$ cat src/rtl/uart_rx.sv
// 8N1 UART receiver: two-flop synchroniser, half-bit start qualification and
// centre-of-bit sampling. Emits a one-cycle pulse per good byte or per framing error.
module uart_rx #(
  parameter int SYS_FREQ = 25000000,
  parameter int BAUDRATE = 115200
) (
  input  logic       i_clk,
  input  logic       i_reset,
  input  logic       i_rx,
  output logic [7:0] o_dat,
  output logic       o_received_pulse,
  output logic       o_frame_error,
  output logic       o_busy
);

  localparam int TICKS = SYS_FREQ / BAUDRATE;
  localparam int HALF  = TICKS / 2;
  localparam logic [15:0] TICKS_M1 = 16'(TICKS - 1);
  localparam logic [15:0] HALF_M1  = 16'(HALF - 1);

  localparam logic [2:0] ST_IDLE      = 3'd0;
  localparam logic [2:0] ST_START     = 3'd1;
  localparam logic [2:0] ST_DATA      = 3'd2;
  localparam logic [2:0] ST_STOP      = 3'd3;
  localparam logic [2:0] ST_WAIT_HIGH = 3'd4;

  generate
    if (TICKS < 4 || TICKS > 65535) begin : g_bad_ratio
      $error("uart_rx: SYS_FREQ/BAUDRATE must lie in 4..65535");
    end
  endgenerate

  logic        rx_meta_q, rx_meta_d;
  logic        rx_s_q, rx_s_d;
  logic [2:0]  state_q, state_d;
  logic [15:0] cnt_q, cnt_d;
  logic [2:0]  bit_idx_q, bit_idx_d;
  logic [7:0]  shift_q, shift_d;
  logic [7:0]  dat_q, dat_d;
  logic        rx_pulse_q, rx_pulse_d;
  logic        fe_q, fe_d;
  logic        sample;

  // Counter reaching zero marks the centre of the current bit; IDLE and
  // WAIT_HIGH ignore it.
  assign sample = (cnt_q == 16'd0);

  always_comb begin
    rx_meta_d  = i_rx;
    rx_s_d     = rx_meta_q;
    state_d    = state_q;
    cnt_d      = (cnt_q != 16'd0) ? (cnt_q - 16'd1) : cnt_q;
    bit_idx_d  = bit_idx_q;
    shift_d    = shift_q;
    dat_d      = dat_q;
    rx_pulse_d = 1'b0;
    fe_d       = 1'b0;

    case (state_q)
      ST_IDLE: begin
        if (!rx_s_q) begin
          cnt_d   = HALF_M1;
          state_d = ST_START;
        end
      end
      ST_START: begin
        if (sample) begin
          if (rx_s_q) begin
            state_d = ST_IDLE;
          end else begin
            cnt_d     = TICKS_M1;
            bit_idx_d = 3'd0;
            state_d   = ST_DATA;
          end
        end
      end
      ST_DATA: begin
        if (sample) begin
          shift_d   = {rx_s_q, shift_q[7:1]};
          cnt_d     = TICKS_M1;
          bit_idx_d = bit_idx_q + 3'd1;
          if (bit_idx_q == 3'd7) begin
            state_d = ST_STOP;
          end
        end
      end
      ST_STOP: begin
        // Leaving mid stop bit lets an immediately following start bit be caught.
        if (sample) begin
          if (rx_s_q) begin
            dat_d      = shift_q;
            rx_pulse_d = 1'b1;
            state_d    = ST_IDLE;
          end else begin
            fe_d    = 1'b1;
            state_d = ST_WAIT_HIGH;
          end
        end
      end
      ST_WAIT_HIGH: begin
        if (rx_s_q) begin
          state_d = ST_IDLE;
        end
      end
      default: begin
        state_d = ST_IDLE;
      end
    endcase
  end

  always_ff @(posedge i_clk) begin
    if (i_reset) begin
      rx_meta_q  <= 1'b1;
      rx_s_q     <= 1'b1;
      state_q    <= ST_IDLE;
      cnt_q      <= 16'd0;
      bit_idx_q  <= 3'd0;
      shift_q    <= 8'h00;
      dat_q      <= 8'h00;
      rx_pulse_q <= 1'b0;
      fe_q       <= 1'b0;
    end else begin
      rx_meta_q  <= rx_meta_d;
      rx_s_q     <= rx_s_d;
      state_q    <= state_d;
      cnt_q      <= cnt_d;
      bit_idx_q  <= bit_idx_d;
      shift_q    <= shift_d;
      dat_q      <= dat_d;
      rx_pulse_q <= rx_pulse_d;
      fe_q       <= fe_d;
    end
  end

  assign o_dat            = dat_q;
  assign o_received_pulse = rx_pulse_q;
  assign o_frame_error    = fe_q;
  assign o_busy           = (state_q != ST_IDLE);

endmodule
$ cat config.mk
export PLATFORM = sky130hd
export DESIGN_NAME = uart_rx
export DESIGN_NICKNAME = d
export VERILOG_FILES = /design/src/rtl/uart_rx.sv
export SDC_FILE = /design/constraint.sdc
export NUM_CORES = 1
export LEC_CHECK = 0
export BUFFER_PORTS_ARGS = -buffer_cell sky130_fd_sc_hd__buf_2
export CAP_MARGIN = 20
export CORE_MARGIN = 2
export CORE_UTILIZATION = 60
export CTS_BUF_LIST = sky130_fd_sc_hd__clkbuf_8
export DETAILED_ROUTE_END_ITERATION = 10
export PLACE_DENSITY_LB_ADDON = 0.15
export SYNTH_ARGS = -nofsm -noshare
export SYNTH_HDL_FRONTEND = slang
export SYNTH_SLANG_ARGS = --single-unit
$ cat constraint.sdc
create_clock -name i_clk -period 3.4 [get_ports i_clk]
set_clock_uncertainty 0.2 [all_clocks]
set_input_delay 0.17 -clock i_clk [delete_from_list [all_inputs] [get_ports i_clk]]
set_output_delay 0.17 -clock i_clk [all_outputs]
set_load 0.02 [all_outputs]
==> impl_metrics.tcl <==
set metrics [dict create \
    r2r-end "cnt_q[0]$_SDFF_PP0_" \
    critPathMaxStageDelay_ns 0.52 \
    status "finished clean" \
    synth_edf_count 0 \
    boundaryPins 14 \
    die_w_um 61.49 \
    min_period_over_period 0.7806 \
    dieArea_sq_um 3781 \
    hold_path_depth 2 \
    r2r_cells 9 \
    clk_pin_slew_ns 0.08 \
    drc 0 \
    drtIter0Drc 107 \
    firstDrtPassIters 5 \
    drv_cap 0 \
    critPathCaptureType "flip-flop" \
    synth-seq-cells 42 \
    route.vias.total 1862 \
    ir_worst_vdd_v 0.0007421 \
    startpoint_type "flip-flop" \
    hold_class "input pin to flip-flop" \
    cp_data_arrival_time_ns 2.65 \
    netlist.top_cell.by_area "dfxtp_1" \
    combPwrFrac 0.536 \
    syn_avg_cell_area_sq_um 8.333 \
    cts_tree "built" \
    reg2reg_slack_ns 0.75 \
    hold_start "i_reset" \
    power_w 0.002151 \
    hold_viol 0 \
    clockPowerShare 0.156 \
    die_h_um 61.49 \
    fin_nets 251 \
    path_class "flip-flop to flip-flop" \
    switching_share 0.4814 \
    htree_levels 2 \
    rsz0062_at_grt "no" \
    cts_buffer_depth 2 \
    grt-ovfl-total 0 \
    drive_gt1_frac 0.1347 \
    cts_buffers 5 \
    power_switching_w 0.001035 \
    fill_cells 266 \
    crit_top_cell "ha_1" \
    worstMarginPinSlew_ns 0.7094 \
    syn-num-nets 245 \
    start_util 0.6391 \
    slew_violations 0 \
    place_hpwl_um 2931 \
    power.density_nw_per_um2 1003 \
    antenna_found_initial 0 \
    fmax_ghz 0.3768 \
    port_buffers 13 \
    antenna_left 0 \
    grt_usage 0.2575 \
    p_seq_frac 0.307 \
    cts_root_buf "clkbuf_8" \
    hold_end "shift_q[3]$_SDFFE_PP0P_" \
    cts_setup_buffers 0 \
    syn_area_sq_um 1983 \
    wl_per_cell_um 15.07 \
    required_ns 3.40 \
    postRouteWirelength_um 4355 \
    grt_pass1_wl_um 7238 \
    core_area_sq_um 3103 \
    async_flop_share 0 \
    max-slew-margin-rel 0.5235 \
    crit_fanout 4 \
    path_buf_inv 1 \
    grt_max_degree 33 \
    clk_latency_ns 0.29 \
    leakagePower_nw 0.7699 \
    gp_congestion 0.8864 \
    areaGrowthSynthToFinish_pct 8.076 \
    seq_area_frac_synth 0.4240 \
    syn_inst 238 \
    yosysTopAreaCellShare 0.4240 \
    cpMaxStageDelayCell "or3b_2" \
    clock-sinks 42 \
    p_int_w 0.001115 \
    synth_warnings 0 \
    grt_pass1_vias 1602 \
    antenna_cells 0 \
    synth_flop_cell "dfxtp_1" \
    ctsHoldBuffers 1 \
    fin_setup_tns_ns 0 \
    synthTopCellsByArea "dfxtp_1 42%, o21ai_0 8.3%, a21oi_1 7.8%" \
    period_minus_slack_ns 2.654 \
    vias_per_cell 6.443 \
    synth_cell_type_count 40 \
    setup_viol 0 \
    rows 20 \
    path_cells "inv_1 -> ha_1 -> or3b_2 -> nor2_1 -> nand2_1 -> ha_1 -> o21ai_0 -> a32oi_1 -> a311oi_1" \
    crit_family "simple AND/OR/NAND/NOR gates" \
    cts_resized 0 \
    r2r-start "cnt_q[0]$_SDFF_PP0_" \
]
## through the flow
step / cells / cell area (sq um) / utilization / setup slack (ns) / hold slack [ns]
6_report: 289 / 2143 / 0.6907 / 0.7458 / 0.1832
5_1_grt: 289 / 2143 / 0.6907 / 0.5302 / 0.1958
4_1_cts: 289 / 2143 / 0.6907 / 0.7681 / 0.1634
3_5_place_dp: 280 / 2038 / 0.6569 / 0.7791 / 0.1565
3_3_place_gp: 280 / 2038 / 0.6569 / 0.9299 / 0.1556
2_1_floorplan: 238 / 1983 / - / 0.6409 / 0.07381
## power by group through the flow
stage,clock network [W],logic [W],registers [W]
2_1_floorplan,0,0.000982,0.000643
3_3_place_gp,0,0.00109,0.000662
3_5_place_dp,0,0.00112,0.000669
4_1_cts,0.000341,0.00113,0.000658
5_1_grt,0.000361,0.00128,0.000677
6_report,0.000336,0.00115,0.000661
## routing by layer
metal,vias to the layer above,global-route usage,routed length (um)
li1,907,-,-
met1,876,0.3419,1976
met2,75,0.4075,2062
met3,4,0.07983,283
met4,0,0.06687,33
met5,-,0,0
## Yosys cell counts, types with 2 or more instances
cell,n
a21oi_1,31
a31oi_1,5
and3_1,2
buf_6,2
clkbuf_1,14
dfxtp_1,42
ha_1,4
inv_1,2
nand2_1,7
nand2b_1,2
nand3_1,24
nand4b_1,2
nor2_1,8
nor2b_1,2
nor3_1,4
nor3b_1,3
nor4_1,4
o211ai_1,3
o21ai_0,33
o31ai_1,6
or2_2,6
or3_1,9
or4_1,6
## kinds of logic after synthesis
group / share of synthesized area
AOI/OAI and AO/OA: 0.2423
xor gates and xnor gates: 0.004417
adders and majority gates: 0.02524
buffers and inverters: 0.04416
DFF: 0.4240
muxes: 0.005048
and+or+nand+nor: 0.2549
## registers in the layout, summed over array words and instances, names as in the netlist
register / count
bit_idx_q: 3
cnt_q: 16
o_dat: 8
o_frame_error: 1
o_received_pulse: 1
rx_meta_q: 1
rx_s_q: 1
shift_q: 8
state_q: 3
## cells in the final DEF (no fill, tap or decap), types with 2 or more instances in the layout
master	synthesis	layout
clkbuf_8	0	6
o211ai_1	3	3
inv_1	2	2
nor2_1	8	8
a31oi_1	5	5
nand2_1	7	7
or2_2	6	6
o31ai_1	6	6
nor3_1	4	4
buf_4	0	2
and3_1	2	2
a21oi_1	31	31
ha_1	4	4
o21ai_0	33	33
nor4_1	4	4
or4_1	6	6
nand2b_1	2	2
nand3_1	24	24
nand4b_1	2	2
or3_1	9	9
nor2b_1	2	2
nor3b_1	3	3
dfxtp_1	42	42
buf_2	1	13
## final cells by class
cell class | count | area (sq um) | share of cell area
inverters | 2 | 7.507 | 0.003503
clock buffers | 6 | 82.58 | 0.03853
well taps | 44 | 55.05 | 0.02569
multi-input cells | 177 | 1055 | 0.4921
repair buffers | 16 | 90.09 | 0.04203
clock inverters | 2 | 12.51 | 0.005838
flip-flops and latches | 42 | 840.8 | 0.3923
## worst max path at each step
stage | from | to | slack, ns | cells after the start
after global placement | cnt_q[0]$_SDFF_PP0_ | cnt_q[0]$_SDFF_PP0_ | 0.93 | 9
final | cnt_q[0]$_SDFF_PP0_ | cnt_q[0]$_SDFF_PP0_ | 0.75 | 9
after CTS | cnt_q[0]$_SDFF_PP0_ | cnt_q[0]$_SDFF_PP0_ | 0.77 | 9
after global routing | cnt_q[0]$_SDFF_PP0_ | cnt_q[0]$_SDFF_PP0_ | 0.53 | 9
after floorplan | cnt_q[10]$_SDFF_PP0_ | cnt_q[0]$_SDFF_PP0_ | 0.64 | 9
after detailed placement | cnt_q[0]$_SDFF_PP0_ | cnt_q[0]$_SDFF_PP0_ | 0.78 | 9
Power figures use the tool's default switching activity.
